### src/rtl/sram_dp_be.sv
// Simple dual-port SRAM with per-byte write enables, 1- or 2-cycle read latency,
// and a post-reset clear sequence. Optional per-lane parity is enabled by SRAM_PARITY_EN.
//
// state    | meaning
// ST_CLEAR | zeroing word[cnt] each cycle, init_busy high, ports ignored
// ST_READY | normal read/write operation
module sram_dp_be #(
  parameter int    DATA_WIDTH     = 32,
  parameter int    ADDR_WIDTH     = 4,
  parameter int    READ_LATENCY   = 1,
  parameter int    CLEAR_ON_RESET = 1,
  parameter string INIT_FILE      = ""
) (
  input  logic                    clk,
  input  logic                    rst,
  output logic                    init_busy,
  input  logic                    wr_en,
  input  logic [ADDR_WIDTH-1:0]   wr_addr,
  input  logic [DATA_WIDTH-1:0]   wr_data,
  input  logic [DATA_WIDTH/8-1:0] wr_be,
`ifdef SRAM_PARITY_EN
  input  logic                    wr_parity_flip,
  output logic                    rd_parity_err,
`endif
  input  logic                    rd_en,
  input  logic [ADDR_WIDTH-1:0]   rd_addr,
  output logic [DATA_WIDTH-1:0]   rd_data,
  output logic                    rd_valid
);

  localparam int NB    = DATA_WIDTH / 8;
  localparam int DEPTH = 1 << ADDR_WIDTH;

  if (READ_LATENCY != 1 && READ_LATENCY != 2) begin : g_bad_latency
    $error("sram_dp_be: READ_LATENCY must be 1 or 2");
  end
  if (DATA_WIDTH % 8 != 0) begin : g_bad_width
    $error("sram_dp_be: DATA_WIDTH must be a multiple of 8");
  end

  typedef enum logic {ST_CLEAR, ST_READY} state_e;
  localparam state_e RST_STATE = (CLEAR_ON_RESET != 0) ? ST_CLEAR : ST_READY;

  state_e                state_q, state_d;
  logic [ADDR_WIDTH-1:0] cnt_q, cnt_d;

  logic [DATA_WIDTH-1:0] mem_q [DEPTH];

  always_comb begin
    state_d = state_q;
    cnt_d   = cnt_q;
    case (state_q)
      ST_CLEAR: begin
        cnt_d = cnt_q + 1'b1;
        if (cnt_q == ADDR_WIDTH'(DEPTH - 1)) state_d = ST_READY;
      end
      ST_READY: ;
      default:  state_d = RST_STATE;
    endcase
  end

  always_ff @(posedge clk) begin
    if (rst) begin
      state_q <= RST_STATE;
      cnt_q   <= '0;
    end else begin
      state_q <= state_d;
      cnt_q   <= cnt_d;
    end
  end

  // Defined during reset even before the first clock edge has loaded state_q.
  assign init_busy = rst ? (CLEAR_ON_RESET != 0) : (state_q == ST_CLEAR);

  logic clr_act, wr_act, rd_act, same_addr;
  assign clr_act   = !rst && (state_q == ST_CLEAR);
  assign wr_act    = !rst && (state_q == ST_READY) && wr_en;
  assign rd_act    = !rst && (state_q == ST_READY) && rd_en;
  assign same_addr = wr_act && (wr_addr == rd_addr);

  always_ff @(posedge clk) begin
    if (clr_act) begin
      mem_q[cnt_q] <= '0;
    end else if (wr_act) begin
      for (int i = 0; i < NB; i++) begin
        if (wr_be[i]) mem_q[wr_addr][8*i +: 8] <= wr_data[8*i +: 8];
      end
    end
  end

  // Write-first per lane: enabled lanes of a colliding write bypass the array.
  logic [DATA_WIDTH-1:0] rd_word;
  always_comb begin
    rd_word = mem_q[rd_addr];
    for (int i = 0; i < NB; i++) begin
      if (same_addr && wr_be[i]) rd_word[8*i +: 8] = wr_data[8*i +: 8];
    end
  end

  logic                  stage_valid;
  logic [DATA_WIDTH-1:0] stage_data;

  if (READ_LATENCY == 2) begin : g_lat2
    logic                  s1_valid_q;
    logic [DATA_WIDTH-1:0] s1_data_q;
    always_ff @(posedge clk) begin
      if (rst) begin
        s1_valid_q <= 1'b0;
        s1_data_q  <= '0;
      end else begin
        s1_valid_q <= rd_act;
        if (rd_act) s1_data_q <= rd_word;
      end
    end
    assign stage_valid = s1_valid_q;
    assign stage_data  = s1_data_q;
  end else begin : g_lat1
    assign stage_valid = rd_act;
    assign stage_data  = rd_word;
  end

  logic                  rd_valid_q;
  logic [DATA_WIDTH-1:0] rd_data_q;
  always_ff @(posedge clk) begin
    if (rst) begin
      rd_valid_q <= 1'b0;
      rd_data_q  <= '0;
    end else begin
      rd_valid_q <= stage_valid;
      if (stage_valid) rd_data_q <= stage_data;
    end
  end

  assign rd_valid = rd_valid_q;
  assign rd_data  = rd_data_q;

`ifdef SRAM_PARITY_EN
  logic [NB-1:0] par_q [DEPTH];
  logic [NB-1:0] wr_par, rd_par;
  logic          rd_err;

  always_comb begin
    rd_par = par_q[rd_addr];
    rd_err = 1'b0;
    for (int i = 0; i < NB; i++) begin
      wr_par[i] = (^wr_data[8*i +: 8]) ^ wr_parity_flip;
      if (same_addr && wr_be[i]) rd_par[i] = wr_par[i];
      if ((^rd_word[8*i +: 8]) != rd_par[i]) rd_err = 1'b1;
    end
  end

  always_ff @(posedge clk) begin
    if (clr_act) begin
      par_q[cnt_q] <= '0;
    end else if (wr_act) begin
      for (int i = 0; i < NB; i++) begin
        if (wr_be[i]) par_q[wr_addr][i] <= wr_par[i];
      end
    end
  end

  logic stage_err;
  if (READ_LATENCY == 2) begin : g_err_lat2
    logic s1_err_q;
    always_ff @(posedge clk) begin
      if (rst) s1_err_q <= 1'b0;
      else     s1_err_q <= rd_act && rd_err;
    end
    assign stage_err = s1_err_q;
  end else begin : g_err_lat1
    assign stage_err = rd_act && rd_err;
  end

  logic rd_err_q;
  always_ff @(posedge clk) begin
    if (rst) rd_err_q <= 1'b0;
    else     rd_err_q <= stage_valid && stage_err;
  end
  assign rd_parity_err = rd_err_q;
`endif

endmodule

### config.mk
export PLATFORM = sky130hd
export DESIGN_NAME = sram_dp_be
export DESIGN_NICKNAME = d
export VERILOG_FILES = /design/src/rtl/sram_dp_be.sv
export SDC_FILE = /design/constraint.sdc
export NUM_CORES = 1
export LEC_CHECK = 0
export ABC_AREA = 1
export ABC_CLOCK_PERIOD_IN_PS = 3000
export CAP_MARGIN = 20
export CORE_UTILIZATION = 30
export CTS_BUF_LIST = sky130_fd_sc_hd__clkbuf_8
export CTS_CLUSTER_DIAMETER = 80
export DETAILED_ROUTE_END_ITERATION = 7
export PLACE_DENSITY_LB_ADDON = 0.08
export REMOVE_ABC_BUFFERS = 1
export SLEW_MARGIN = 20
export SYNTH_ARGS = -nofsm -noshare
export SYNTH_HDL_FRONTEND = slang
export SYNTH_SLANG_ARGS = --single-unit
### constraint.sdc
create_clock -name clk -period 3 [get_ports clk]
set_input_delay 0.6 -clock clk [delete_from_list [all_inputs] [get_ports clk]]
set_output_delay 0.6 -clock clk [all_outputs]
set_load 0.01 [all_outputs]
### Yosys cells after proc, flatten, opt, wreduce, memory -nomap -nowiden

Memories as Yosys holds them, arrays and structs flattened. A register that Yosys moved wholly into a read port is not among the register bits.
Index checks and enable logic that the tools add are counted.

| operators by class | value |
|---|---|
| $add $sub $neg | 1 |
| reduce and logical (&&, ||, !) cells | 6 |
| equal/unequal tests | 1 |
| bitwise gates (word level) | 1 |
| mux-type cells | 24 |

Operators with widths:

| cell | count |
|---|---|
| 2-to-1 mux 32 bit | 1 |
| OR reduction 32 bit | 1 |
| 2-to-1 mux 1 bit | 21 |
| 2-to-1 mux 4 bit | 2 |
| adder 4 x 1 -> 4 bit (second input constant) | 1 |
| equality test 4 bit (second input constant) | 1 |
| logical AND 1 bit | 4 |
| logical NOT 1 bit | 1 |
| NOT 1 bit | 1 |

| word-level totals | value |
|---|---|
| memory bits (writable) | 512 |
| output and inout bits | 34 |
| register bits | 6 |
| word-level logic and storage cells | 37 |
| memories | 1 |
| bits of input ports | 48 |

Memories:

| name | depth | bits a word | rd ports | clocked after Yosys merged registers in | wr ports | line | RTL |
|---|---|---|---|---|---|---|---|
| mem_q | 16 | 32 | 1 | 1 | 1 | 47 | `logic [DATA_WIDTH-1:0] mem_q [DEPTH];` |

### Depth between registers and ports, before layout

Gate-level depths: netlist (run 1).

| logic depth | value |
|---|---|
| depth after elaboration | 8 |
| gate-level depth with buffers | 16 |
| gate-level depth less buffers | 15 |

### Worst setup path before layout (run 1)

OpenSTA, ideal clock, no wires.

| path | value |
|---|---|
| kind | in2reg |
| start point | input rst |
| end point | memory mem_q[12][0], enable pin |
| cell stages on the path | 12 |
| slack | 530 ps |
| buffers on the path | 1 |
| data arrival time | 2100 ps |
| cell sequence | buf_6 > inv_4 > nand2_4 > nor2_4 > o21ai_4 > nand2_8 > nand2_2 > nand2_1 > inv_1 > nor2_1 > nand2_1 > nor2_1 |

| on the way | value |
|---|---|
| cells in the longest elaborated chain, start to end | 8 |
| elaborated cells between the ends (all ways) | 21 |
| those cells by class | mux (16); reduce/logical (5) |

Ends and longest elaborated chain:

| element | line | RTL |
|---|---|---|
| from (decl) | 15 | `input logic rst,` |
| logical NOT 1 bit * | 76, 77 |  |
| logical AND 1 bit (2 in series) | 77 | `assign wr_act = !rst && (state_q == ST_READY) && wr_en;` |
| 2-to-1 mux 1 bit | 84 | `end else if (wr_act) begin` |
| 2-to-1 mux 1 bit | 82 | `if (clr_act) begin` |
| 2-to-1 mux 1 bit (implied by the code) | 86 | `if (wr_be[i]) mem_q[wr_addr][8*i +: 8] <= wr_data[8*i +: 8];` |
| OR reduction 32 bit (no line) | - |  |
| 2-to-1 mux 4 bit (no line) | - |  |
| to (decl) | 47 |  |

Every way passes the cells marked *; elsewhere a longest branch is shown, timed or not.

### Worst setup path in the final report (run 1)

| path | value |
|---|---|
| start point | register state_q |
| end point | memory mem_q[8][4], enable pin |

| on the way | value |
|---|---|
| cells in the longest elaborated chain, start to end | 7 |
| elaborated cells between the ends (all ways) | 21 |
| those cells by class | mux (16); bitwise (1); reduce/logical (4) |

Ends and longest elaborated chain:

| element | line | RTL |
|---|---|---|
| from (decl) | 44 | `state_e state_q, state_d;` |
| from (signal assigned) | 67 | `state_q <= state_d;` |
| logical AND 1 bit (2 in series) | 77 |  |
| 2-to-1 mux 1 bit | 84 |  |
| 2-to-1 mux 1 bit | 82 |  |
| 2-to-1 mux 1 bit (implied by the code) | 86 |  |
| OR reduction 32 bit (no line) | - |  |
| 2-to-1 mux 4 bit (no line) | - |  |

Parallel ways exist; a longest one is shown, timed or not.

==> flow_summary.ini, run 1 <==
[logic_synthesis]
postSynthAreaPerCell_sq_um = 11.60
synth_sequential_area_ratio_pct = 71.76
synth_top_area_share_pct = 68.37
synth_ff_type = edfxtp_1
synthArstFlopShare_pct = 0
ys_types = 32
synthCells = 1939
synth_top_area_cell = edfxtp_1
synth_area_leaders = edfxtp_1 68%, nor2_1 5.5%, o21ai_0 5.5%, nand2_1 4.9%, o22ai_1 3.6%
ys_warn_count = 0
synth-seq-cells = 550
synth-edff-count = 512
syn-cell-area_sq_um = 22490

[route]
drcViolationCount = 0
dr_total_vias = 16016
routed_wl_mm = 72.97
wl_per_cell_um = 22.68
via_per_inst = 4.977
antenna_left = 0
drt_iter0_markers = 1244
dr.pass1.iters = 7

[floorplanning]
die_x_um = 275.8
die_h_um = 275.8
start_util_pct = 30.26
dieArea_sq_um = 76050
ios = 82
rows = 100
core_sq_um = 74320

[final_layout]
area_growth_syn_to_layout_pct = 22.36
drive_gt1_share_pct = 14.64
nets = 2219
stdcell_count = 3218
fin_area_sq_um = 27510

[timing]
drv_slew = 0
finalClockSkew_ns = 0.01506
setup_violations = 0
slew_headroom_pct = 56.00
fmax_mhz = 381.0
rsz0062_at_grt = false
finalSetupTns_ns = 0
min_period_over_period_pct = 87.48
tightest_slew_ns = 0.6592
worst_hold_slack_ns = 0.3042
final.min_clock_period_ns = 2.624
hold_violations = 0

[cts]
clock_path_buffers = 3
clk_latency_ns = 0.67
cts_tree = built
postCtsHoldBufs = 0
cts_buffers = 98
cts_setup_buffers = 0
clock_sinks = 550
htree_levels = 3
root_buffer = clkbuf_8
cts_resized = 0
clkTransAtPathRegs_ns = 0.06

[global_route]
grt.total_usage_pct = 19.22
grt_pass1_wl_mm = 106.8
grt.overflow.total = 0
grt_max_degree = 72
grt_pass1_vias = 16110
grt_antenna_before_repair = 4

[placement]
gp_congestion = 0.8021
placed_area_sq_um = 25710
io_buffers = 81
placed_cells = 3039
hpwlAfterDp_mm = 46.20

[job]
cap_violations = 0

[setup_path]
critPathBufInv = 5
critical_path_arrival_ns = 2.99
crit_top_cell = buf_4
crit_required_ns = 3.36
cp-end-kind = flip-flop
cp_cell_sequence = inv_2 -> nor2_2 -> o211ai_4 -> buf_12 -> nand3_1 -> nand2_2 -> buf_4 -> nor2_1 -> nand2_1 -> buf_4 -> nor2_1 -> buf_4
cpMaxStageDelayCell = dfxtp_1
critPathMaxStageDelay_ns = 0.41
path_delay_family = simple AND/OR/NAND/NOR gates
crit_path_max_fanout = 8
startpoint_type = flip-flop
crit_type = reg2reg

[outcome]
outcome = complete, no violations

[pwr]
p_seq_share_pct = 52.3
p_comb_share_pct = 6.9
p_int_mw = 12.16
power.share.switching_pct = 23.99
pwr_density_cell_nw_per_um2 = 581.6
p_leak_nw = 10.34
p_switching_mw = 3.838
irDropWorstVdd_mv = 0.2548
clockPowerShare_pct = 40.7
power.total_mw = 16.00

[min_path]
min_path_type = in2reg
kinds of logic (layout without fill, tap and decap cells):
family | count (synthesis) | in the layout | share of synthesized area (%)
adder cells (fa/ha/maj) | 1 | 1 | 0.05563
buffers and inverters | 182 | 491 | 3.300
AND/OR/NAND/NOR | 784 | 784 | 14.65
other | 0 | 1 | 0
AO/OA/AOI/OAI | 422 | 422 | 10.24
flip-flops | 550 | 550 | 71.76
final cells by class:
class                           count  area [sq um]
Inverter                           54         215.2
Fill cell                        7386         46810
Timing Repair Buffer              259          2531
Antenna cell                        1         2.502
Sequential cell                   550         16140
Multi-Input combinational cell   1207          5612
Clock inverter                     74         374.1
Tap cell                          969          1212
Clock buffer                      104          1431
power by group through the flow:
stage                     Combinational [mW]  Clock [mW]  Sequential, mW
after floorplan                        0.535           0            8.53
after global placement                  1.13           0            8.53
after detailed placement                1.12           0            8.53
after CTS                               1.13        6.73            8.37
after global routing                    1.22        7.04            8.38
final                                   1.11        6.52            8.37
cells in the mapped netlist (10+ instances only):
| master | count |
|---|---|
| clkbuf_1 | 96 |
| nand3_1 | 106 |
| o21ai_0 | 247 |
| buf_2 | 10 |
| o21ai_1 | 10 |
| inv_1 | 51 |
| dfxtp_1 | 38 |
| a21oi_1 | 34 |
| nor2_1 | 331 |
| edfxtp_1 | 512 |
| buf_1 | 15 |
| nand2_1 | 293 |
| o22ai_1 | 128 |
| nand4_1 | 32 |
worst register-to-register path, cell delays in order, from the launching register on:
cell and delay (ns):
dfxtp_1 0.41, inv_2 0.10, nor2_2 0.18, o211ai_4 0.10
buf_12 0.15, nand3_1 0.16, nand2_2 0.09, buf_4 0.14
nor2_1 0.23, nand2_1 0.15, buf_4 0.16, nor2_1 0.19
buf_4 0.26
metrics by stage:
step                worst slack (ns)  utilization (%)
global route                  0.2371            37.02
detailed placement           -0.1381            34.59
floorplan                     -1.977                -
finish                        0.3756            37.02
CTS                           0.4287            37.02
global placement             -0.1922            34.59
layout by cell type (no fill, tap or decap), types with 2 or more instances in the layout:
cell,netlist,layout
inv_2,1,2
o22ai_1,128,128
nand2_2,8,9
clkdlybuf4s50_1,0,76
nand2_1,293,292
nand3_1,106,106
nor2_1,331,331
buf_2,10,3
nor3_1,3,3
inv_4,2,3
a21oi_1,34,34
o21ai_1,10,10
dfxtp_1,38,38
clkinv_1,0,28
buf_12,0,32
o21ai_0,247,247
inv_1,51,79
clkinv_2,0,11
nand3_4,4,4
clkbuf_8,0,104
edfxtp_1,512,512
buf_4,3,147
nand4_1,32,32
bufinv_16,0,3
worst paths after layout:
kind | endpoint | slack (ns) | start | cells past startpoint
hold / removal | cnt_q[0] | 0.30 | rst | 4
setup / recovery | mem_q[8][4] | 0.38 | state_q | 12
setup reg to reg | mem_q[8][4] | 0.38 | state_q | 12
hold reg to reg | rd_data[15] | 0.46 | rd_data[15] | 2
state kept, by name, summed over array words and instances, names as in the netlist:
name,flops
state_q,1
rd_valid,1
rd_data,32
mem_q,512
cnt_q,4
layer usage:
metal,vias up,track usage (%),part of all wire [%]
li1,7454,-,-
met1,7981,26.88,46
met2,479,30.41,46
met3,102,3.080,4.9
met4,0,6.246,2.5
met5,-,0,0
Note: power is estimated with default switching activity, not from simulation.
==> inputs of run 2 (changes only) <==
--- a/config.mk
+++ b/config.mk
@@ -13,4 +13,5 @@
 export CTS_CLUSTER_DIAMETER = 80
 export DETAILED_ROUTE_END_ITERATION = 7
+export GPL_TIMING_DRIVEN = 0
 export PLACE_DENSITY_LB_ADDON = 0.08
 export REMOVE_ABC_BUFFERS = 1
==> constraint.sdc (replaced) <==
create_clock -name clk -period 3 [get_ports clk]
set_input_delay 0.6 -clock clk [delete_from_list [all_inputs] [get_ports clk]]
set_output_delay 0.6 -clock clk [all_outputs]
set_load 0.05 [all_outputs]
==> flow_summary.ini, run 2 (synthesis results as in run 1) <==
[route]
antenna_left = 0
dr_total_vias = 15217
drcViolationCount = 0
routed_wl_mm = 68.05
via_per_inst = 4.921
drt_iter0_markers = 1047
dr.pass1.iters = 5
wl_per_cell_um = 22.01

[setup_path]
cp-end-kind = flip-flop
ff2ff_path_depth = 10
crit_path_max_fanout = 8
critical_path_arrival_ns = 3.21
crit_required_ns = 3.33
startpoint_type = flip-flop
crit_type = reg2reg

[timing]
finalClockSkew_ns = 0.02919
min_period_over_period_pct = 96.00
drv_slew = 0
tightest_slew_ns = 1.345
hold_violations = 0
fmax_mhz = 347.2
final.min_clock_period_ns = 2.880
slew_headroom_pct = 10.22
setup_violations = 0

[global_route]
grt_antenna_before_repair = 1
grt.total_usage_pct = 17.76
grt.overflow.total = 0
grt_max_degree = 124
grt_pass1_vias = 14787
grt_pass1_wl_mm = 98.67

[final_layout]
final_cell_mix = 512 x edfxtp_1, 290 x nand2_1, 267 x nor2_1, 247 x o21ai_0, 128 x o22ai_1
nets = 2095
area_growth_syn_to_layout_pct = 21.28
drive_gt1_share_pct = 12.82
final_common_cell = edfxtp_1
top_register = mem_q
fillers = 7310
fin_area_sq_um = 27270
largest_reg_flops = 512
post-route-util_pct = 36.69

[placement]
hpwlAfterDp_mm = 38.31
io_buffers = 81
gp_congestion = 0.7308
placed_area_sq_um = 24310

[cts]
htree_levels = 3
clock_path_buffers = 3
clkTransAtPathRegs_ns = 0.06
cts_tree = built
cts_buffers = 96
root_buffer = clkbuf_8
clk_latency_ns = 0.68
clock_sinks = 550

[floorplanning]
rows = 100
ios = 82
dieArea_sq_um = 76050
core_sq_um = 74320
die_x_um = 275.8
start_util_pct = 30.26
die_h_um = 275.8

[outcome]
outcome = complete, no violations

[min_path]
min_path_type = in2reg
worstHoldPathCells = 2

[pwr]
p_leak_nw = 9.776
pwr_density_cell_nw_per_um2 = 589.8
irDropWorstVdd_mv = 0.2500

[job]
cap_violations = 0
[run 2: worst max-delay path: stages, from the launching register on]
cell,delay [ns]
dfxtp_1,0.41
inv_2,0.10
nor2_2,0.18
o211ai_4,0.22
nand2_8,0.17
nand2_2,0.10
nand2_2,0.13
inv_1,0.08
nor2_1,0.24
nand2_1,0.41
nor2_4,0.47
[run 2: path summary, 6_finish.rpt]
kind              start      endpoint  slack, ns
max             state_q  mem_q[11][8]       0.12
max reg2reg     state_q  mem_q[11][8]       0.12
min reg2reg  rd_data[3]    rd_data[3]       0.46
min                 rst   rd_data[25]       0.34
[run 2: cell type report]
cell class | count | area [sq um] | share of cell area (%)
Timing Repair Buffer | 135 | 1757 | 6.442
Clock inverter | 70 | 385.4 | 1.413
Antenna cell | 2 | 5.005 | 0.01835
Inverter | 54 | 239.0 | 0.8763
Multi-Input combinational cell | 1209 | 6120 | 22.44
Tap cell | 969 | 1212 | 4.446
Sequential cell | 550 | 16140 | 59.17
Clock buffer | 103 | 1418 | 5.198
[run 2: report_power, final]
| group | internal, mW | total [mW] | switching (mW) |
|---|---|---|---|
| clock network | 3.48 | 6.57 | 3.09 |
| registers | 8.36 | 8.37 | 0.0170 |
| logic | 0.357 | 1.14 | 0.781 |
[run 2: layer usage]
layer	track usage (%)	share of wire [%]
met3	3.845	5.7
met4	5.364	1.8
met1	24.00	46
met2	28.51	47
met5	0	0
[run 2: timing repair]
| action | CTS | global route |
|---|---|---|
| buffers inserted | 9 | 33 |
| pin swaps | 2 | 21 |
| hold buffers | 0 | 0 |
| resized for setup | 111 | 24 |
| cloned | 1 | 1 |
| endpoints found under the setup margin | 544 | 534 |
[run 2: stage by stage]
step	setup slack [ns]	TNS, ns	cells	total power [mW]	hold WS (ns)
global route	-0.006145	-0.01443	3092	16.72	0.3193
floorplan	-1.977	-63.27	1811	9.062	0.4823
finish	0.1200	0	3092	16.08	0.3389
global placement	-22.87	-2687.62	2861	9.573	0.4594
CTS	-0.1058	-6.814	3056	16.25	0.3362
detailed placement	-1.308	-538.14	2873	9.557	0.4573
